### src/rtl/fifo_rd_adapter.sv
// Turns a 1-cycle-latency FIFO read port into a valid/ready stream through a
// 2-entry in-order skid buffer, with a sticky underflow flag and a handshake counter.
module fifo_rd_adapter #(
    parameter int FIFO_WIDTH  = 16,
    parameter int COUNT_WIDTH = 16
) (
    input  logic                   clk,
    input  logic                   rst,
    input  logic                   fifo_empty,
    input  logic [FIFO_WIDTH-1:0]  fifo_data_out,
    input  logic                   fifo_underflow,
    output logic                   fifo_rd_en,
    output logic                   m_valid,
    output logic [FIFO_WIDTH-1:0]  m_data,
    input  logic                   m_ready,
    output logic                   underflow_err,
    output logic [COUNT_WIDTH-1:0] rd_count
);

    logic [1:0]             r_occ;
    logic                   r_inflight;
    logic                   r_head;
    logic                   r_tail;
    logic [FIFO_WIDTH-1:0]  r_buf [2];
    logic                   r_underflow_err;
    logic [COUNT_WIDTH-1:0] r_rd_count;

    logic                   w_pop;
    logic                   w_push;
    logic                   w_drop;
    logic [2:0]             w_committed;

    // Stream handshake: a word transfers on every cycle where m_valid && m_ready.
    // m_valid never depends on m_ready; m_data holds while m_valid && !m_ready.
    assign m_valid = !rst && (r_occ != 2'd0);
    assign m_data  = rst ? '0 : r_buf[r_head];
    assign w_pop   = m_valid && m_ready;

    // Slots already spoken for once this cycle's pop leaves; the m_ready -> rd_en
    // combinational path is what lets the adapter sustain one word per cycle.
    assign w_committed = {1'b0, r_occ} + {2'b00, r_inflight} - {2'b00, w_pop};
    assign fifo_rd_en  = !rst && !fifo_empty && (w_committed < 3'd2);

    assign w_push = r_inflight && !fifo_underflow;
    assign w_drop = r_inflight && fifo_underflow;

    always_ff @(posedge clk) begin
        if (rst) begin
            r_occ           <= 2'd0;
            r_inflight      <= 1'b0;
            r_head          <= 1'b0;
            r_tail          <= 1'b0;
            r_buf[0]        <= '0;
            r_buf[1]        <= '0;
            r_underflow_err <= 1'b0;
            r_rd_count      <= '0;
        end else begin
            r_inflight <= fifo_rd_en;
            if (w_push) begin
                r_buf[r_tail] <= fifo_data_out;
                r_tail        <= ~r_tail;
            end
            if (w_pop) begin
                r_head     <= ~r_head;
                r_rd_count <= r_rd_count + 1'b1;
            end
            case ({w_push, w_pop})
                2'b10:   r_occ <= r_occ + 2'd1;
                2'b01:   r_occ <= r_occ - 2'd1;
                default: r_occ <= r_occ;
            endcase
            if (w_drop) begin
                r_underflow_err <= 1'b1;
            end
        end
    end

    assign underflow_err = r_underflow_err;
    assign rd_count      = r_rd_count;

    // The read-issue rule reserves a slot for every word in flight, so a push into a
    // full buffer without a matching pop can never happen.
    a_no_overflow : assert property (@(posedge clk) disable iff (rst)
        !(w_push && !w_pop && (r_occ == 2'd2)));

endmodule

### config.mk
export PLATFORM = sky130hd
export DESIGN_NAME = fifo_rd_adapter
export DESIGN_NICKNAME = d
export VERILOG_FILES = /design/src/rtl/fifo_rd_adapter.sv
export SDC_FILE = /design/constraint.sdc
export NUM_CORES = 1
export LEC_CHECK = 0
export CORE_MARGIN = 1.5
export CORE_UTILIZATION = 35
export DETAILED_ROUTE_END_ITERATION = 16
export PLACE_DENSITY = 0.66
export SETUP_SLACK_MARGIN = 0.02
export SYNTH_ARGS = -nofsm -noshare
export SYNTH_HDL_FRONTEND = slang
export SYNTH_SLANG_ARGS = --single-unit
### constraint.sdc
create_clock -name clk -period 3.1 [get_ports clk]
set_clock_uncertainty 0.15 [all_clocks]
set_input_delay 0.62 -clock clk [delete_from_list [all_inputs] [get_ports clk]]
set_output_delay 0.62 -clock clk [all_outputs]
set_load 0.1 [all_outputs]
Yosys cells after proc, flatten, opt, wreduce, memory -nomap -nowiden. Memory sizes are Yosys's and may differ from the RTL's. A register that Yosys moved wholly into a read port is not among the register bits. Index checks and enable logic that the tools add are counted.

Flip-flop bits (word level): 22. Latch bits: 0. RAM bits: 32. ROM bits: 0. Input bits: 21. Output and inout port bits: 35. Word-level logic and storage cells: 41. Memories: 1.

Add/subtract/negate cells: 5. Multipliers: 0. Divide/modulo/power cells: 0. Magnitude comparators: 1. Equality and inequality tests: 2. Shift-type cells: 0. Mux-type cells: 12. Bitwise logic cells: 2. Reductions and logical operators: 12.

Memory list: r_buf (depth 2, width 16, read ports 1, clocked after Yosys merged registers in 1, wr ports 2, RTL line 24) `logic [FIFO_WIDTH-1:0] r_buf [2];`.

Operators by type and width (number): two-way mux 16 bit (2); adder 16 x 1 -> 16 bit, second input constant (1); OR reduction 16 bit (1); two-way mux 1 bit (9); logical AND 1 bit (6); case mux 2 bit (2 select lines) (1); nonzero test 2 bit (2); adder 2 x 1 -> 3 bit (1); zero test 1 bit (3); < comparator 3 x 2 -> 1 bit, second input constant (1); subtractor 3 x 1 -> 3 bit (1); adder 2 x 1 -> 2 bit, second input constant (1); == test 2 x 1 -> 1 bit, second input constant (1); == test 2 bit, second input constant (1); NOT 1 bit (2); subtractor 2 x 1 -> 2 bit, second input constant (1).

Longest topological paths before layout.
Depth after elaboration: 7. Depth in mapped cells: 9. Mapped depth without buffers: 7.

Least setup slack after synthesis. OpenSTA, ideal clock, no wires.

Kind: input -> output. From: in rst. To: out fifo_rd_en. Arrival: 5336 ps. Required time: 2330 ps. Path slack: -3006 ps. Cell stages on the path: 9. Buffers on the path: 2. Cell sequence: buf_6 nand2b_4 buf_6 nor2_1 ha_1 nand2b_1 fa_1 xor2_1 nor4b_1.

Longest elaborated chain between the ends: 6. Elaborated cells between the ends (all ways): 7. Classes of those cells: add/sub (1); order compare (1); reduce/logical (5).

RTL lines: from (decl) (RTL line 8) `input logic rst,`; zero test 1 bit (RTL line 35) `assign m_valid = !rst && (r_occ != 2'd0);`; logical AND 1 bit (RTL line 35); logical AND 1 bit (RTL line 37) `assign w_pop = m_valid && m_ready;`; via w_pop (RTL line 28) `logic w_pop;`; subtractor 3 x 1 -> 3 bit (RTL line 41) `assign w_committed = {1'b0, r_occ} + {2'b00, r_inflight} - {2'b00, w_pop};`; < comparator 3 x 2 -> 1 bit (RTL line 42) `assign fifo_rd_en = !rst && !fifo_empty && (w_committed < 3'd2);`; logical AND 1 bit (RTL line 42); to (decl) (RTL line 12) `output logic fifo_rd_en,`.

The timed path passes the listed nets, and every way through them passes these cells.

Worst setup path after layout. Ends and elaborated chain as after synthesis.

==> flow_summary.json <==
{
  "yosys.area.top_type": "edfxtp_1",
  "syn_inst": 226,
  "cap_violations": 0,
  "rrSetupSlack_ps": 1040,
  "dieWidth_um": 87.6,
  "fmax_ghz": 0.325,
  "max_slew_margin_pct": 42.6,
  "power_density_nw_per_um2": 456,
  "syn_area_per_cell_um2": 11.1,
  "synth-compound-area-share_pct": 4.70,
  "dpl_cell_area_um2": 3370,
  "dpl.hpwl_um": 3390,
  "cts-root-buf": "clkbuf_8",
  "fin_nets": 308,
  "die_y_um": 87.6,
  "synth-edff-count": 32,
  "ios": 56,
  "rows": 30,
  "wl_per_cell_um": 12.8,
  "drcViolationCount": 0,
  "worstReg2RegStart": "r_occ[0]",
  "fillCellCount": 615,
  "setup_viol": 0,
  "gp_congestion": 0.738,
  "rsz0062_at_grt": "true",
  "clk_pin_slew_ps": 80,
  "irDropWorstVdd_mv": 0.262,
  "cts_buffer_depth": 2,
  "yosys.area_share.simple_pct": 22.6,
  "post-cts-setup-buffers": 0,
  "path_common_cell": "nand2b_4",
  "timing.rr.end": "rd_count[13]",
  "syn_area_um2": 2500,
  "synth-seq-cells": 55,
  "critPathBufInv": 2,
  "cts.htree.levels": 2,
  "critPathMaxFanout": 2,
  "status": "completed",
  "via_per_inst": 4.72,
  "grt_max_degree": 46,
  "synth_top_family_by_area": "simple AND/OR/NAND/NOR gates",
  "synthArstFlopShare_pct": 0,
  "postCtsHoldBufs": 0,
  "wl_um": 4870,
  "antenna_found_initial": 0,
  "fin_tns_setup_ps": 0,
  "area_growth_pct": 40.0,
  "synthTopCellsByArea": "edfxtp_1 38%, dfxtp_1 18%, and2_1 8.0%",
  "core_um2": 6870,
  "grt_usage_pct": 13.6,
  "io_buffers": 55,
  "grt_pass1_wl_um": 8070,
  "period_needed_ps": 3080,
  "synthAdderAreaFrac_pct": 2.30,
  "path_cells": "buf_6, nand2b_4, nor2_4, ha_4, nand2b_4, fa_2, xor2_2, nor4b_4, buf_12",
  "drtPass1Iterations": 4,
  "p_leak_nw": 1.26,
  "cts_tree": "built",
  "tightest_slew_ps": 856,
  "hold_depth": 2,
  "drive_above_1_share_pct": 26.1,
  "synth_nets": 251,
  "whs_endpoint": "underflow_err",
  "final_area_um2": 3510,
  "max_stage_delay_ps": 340,
  "critPathArrivalTime_ps": 2310,
  "yosysTopAreaCellShare_pct": 38.4,
  "start_util_pct": 36.5,
  "min_path_type": "flip-flop to flip-flop",
  "clock_latency_ps": 300,
  "synth.distinct_cells": 30,
  "cp-end-kind": "output pin",
  "fin_crit_sh_pct": 99.3,
  "overflow": 0,
  "reg2reg_depth": 5,
  "hold_path_startpoint": "underflow_err",
  "ys.warnings.count": 0,
  "synth-main-ff-cell": "edfxtp_1",
  "dieArea_um2": 7670,
  "slowest_stage": "fa_2",
  "cp.required_ps": 2330,
  "clock_sinks": 55,
  "critPathTopFamily": "simple AND/OR/NAND/NOR gates",
  "antenna-diode-count": 0,
  "synth_commonest_cells": "32 x and2_1, 32 x edfxtp_1, 31 x nor2_1, 23 x dfxtp_1, 16 x mux2i_1",
  "cts-buffers-inserted": 5,
  "final_hold_viol_count": 0,
  "final-max-slew-violation-count": 0,
  "synth-xor-area-share_pct": 4.20,
  "drt_iter0_drc": 119,
  "num_vias": 1792,
  "path_class": "input pin to output pin",
  "ys_seq_area_share_pct": 56.7,
  "start_kind": "input pin",
  "grt_pass1_vias": 1770,
  "synth.mux.area_fraction_pct": 6.39,
  "drtAntennaViolNets": 0
}
[per-stage QoR]
stage / instances / power (mW) / hold slack (ps) / util (%) / setup WS, ps
3_3_place_gp: 372 / 1.15 / 312 / 49.1 / -405
3_5_place_dp: 372 / 1.16 / 317 / 49.1 / -421
2_1_floorplan: 226 / 1.03 / 330 / - / -825
5_1_grt: 380 / 1.66 / 370 / 51.0 / -49.7
6_report: 380 / 1.60 / 333 / 51.0 / 20.3
4_1_cts: 380 / 1.62 / 343 / 51.0 / 0.984
[layout by cell type (no fill, tap or decap), types with 2 or more instances in the layout]
| master | instances |
|---|---|
| and2_1 | 32 |
| nand3_1 | 4 |
| or4_1 | 4 |
| buf_12 | 18 |
| dfxtp_1 | 22 |
| buf_4 | 25 |
| nand2b_4 | 2 |
| mux2i_1 | 16 |
| ha_1 | 2 |
| and4_1 | 2 |
| inv_1 | 3 |
| nand4_1 | 2 |
| nand2_1 | 6 |
| or3_1 | 7 |
| nor4b_1 | 2 |
| nor2_1 | 19 |
| clkbuf_1 | 2 |
| nor4_1 | 3 |
| clkbuf_8 | 5 |
| edfxtp_1 | 32 |
| nor2_2 | 11 |
| xor2_1 | 2 |
| clkdlybuf4s50_1 | 18 |
| xnor2_1 | 9 |
| o31ai_1 | 4 |
| a21oi_1 | 10 |
| o21ai_0 | 6 |
| nand2b_1 | 2 |
[cell families after synthesis]
kind of cell	count (synthesis)
flops	55
buf+inv	16
xor+xnor	12
compound gates	21
mux	16
simple gates	102
fa+ha+maj	4
[report_power, final]
group	leakage, nW	internal (mW)	switching [mW]
Sequential	0.519	0.801	0.0161
Clock	0.0524	0.242	0.214
Combinational	0.687	0.123	0.201
Total	1.26	1.17	0.432
[tightest hold or removal path, stage by stage, from the launching register on]
cell	delay (ps)
dfxtp_1	340
a21oi_1	40
nor2_1	70
[cell type report]
cell class                      count  area, um^2  share of cell area, %
Inverter                            3        11.3                  0.321
Tap cell                           96         120                   3.43
Sequential cell                    55        1420                   40.6
Multi-Input combinational cell    155        1100                   31.4
Clock buffer                        7        76.3                   2.18
Clock inverter                      1        30.0                  0.857
Timing Repair Buffer               63         744                   21.2
[state kept, by name, summed over array words and instances (netlist names), named ones only]
register,flops
r_tail,1
r_inflight,1
r_buf,32
rd_count,16
r_occ,2
r_head,1
underflow_err,1
[per-layer routing]
layer / global-route usage, % / share of wire [%] / up-vias
met2: 24.1 / 52 / 33
li1: - / - / 902
met1: 16.3 / 44 / 855
met5: 0 / 0 / -
met4: 4.33 / 0.82 / 0
met3: 3.49 / 3.6 / 2
[worst max-delay path by stage]
stage,start,to,slack (ps),cells after the start
final,rst,fifo_rd_en,20,9
after global routing,rst,fifo_rd_en,-50,9
after CTS,rst,fifo_rd_en,1,9
after detailed placement,m_ready,fifo_rd_en,-420,9
after global placement,m_ready,fifo_rd_en,-410,9
after floorplan,rst,fifo_rd_en,-820,9
[repair_timing]
action | in CTS | in global routing
endpoints found under the hold margin | 0 | 0
pin swaps | 1 | 0
endpoints found under the setup margin | 1 | 1
resized for setup | 8 | 1
(Power assumes the default switching activity.)
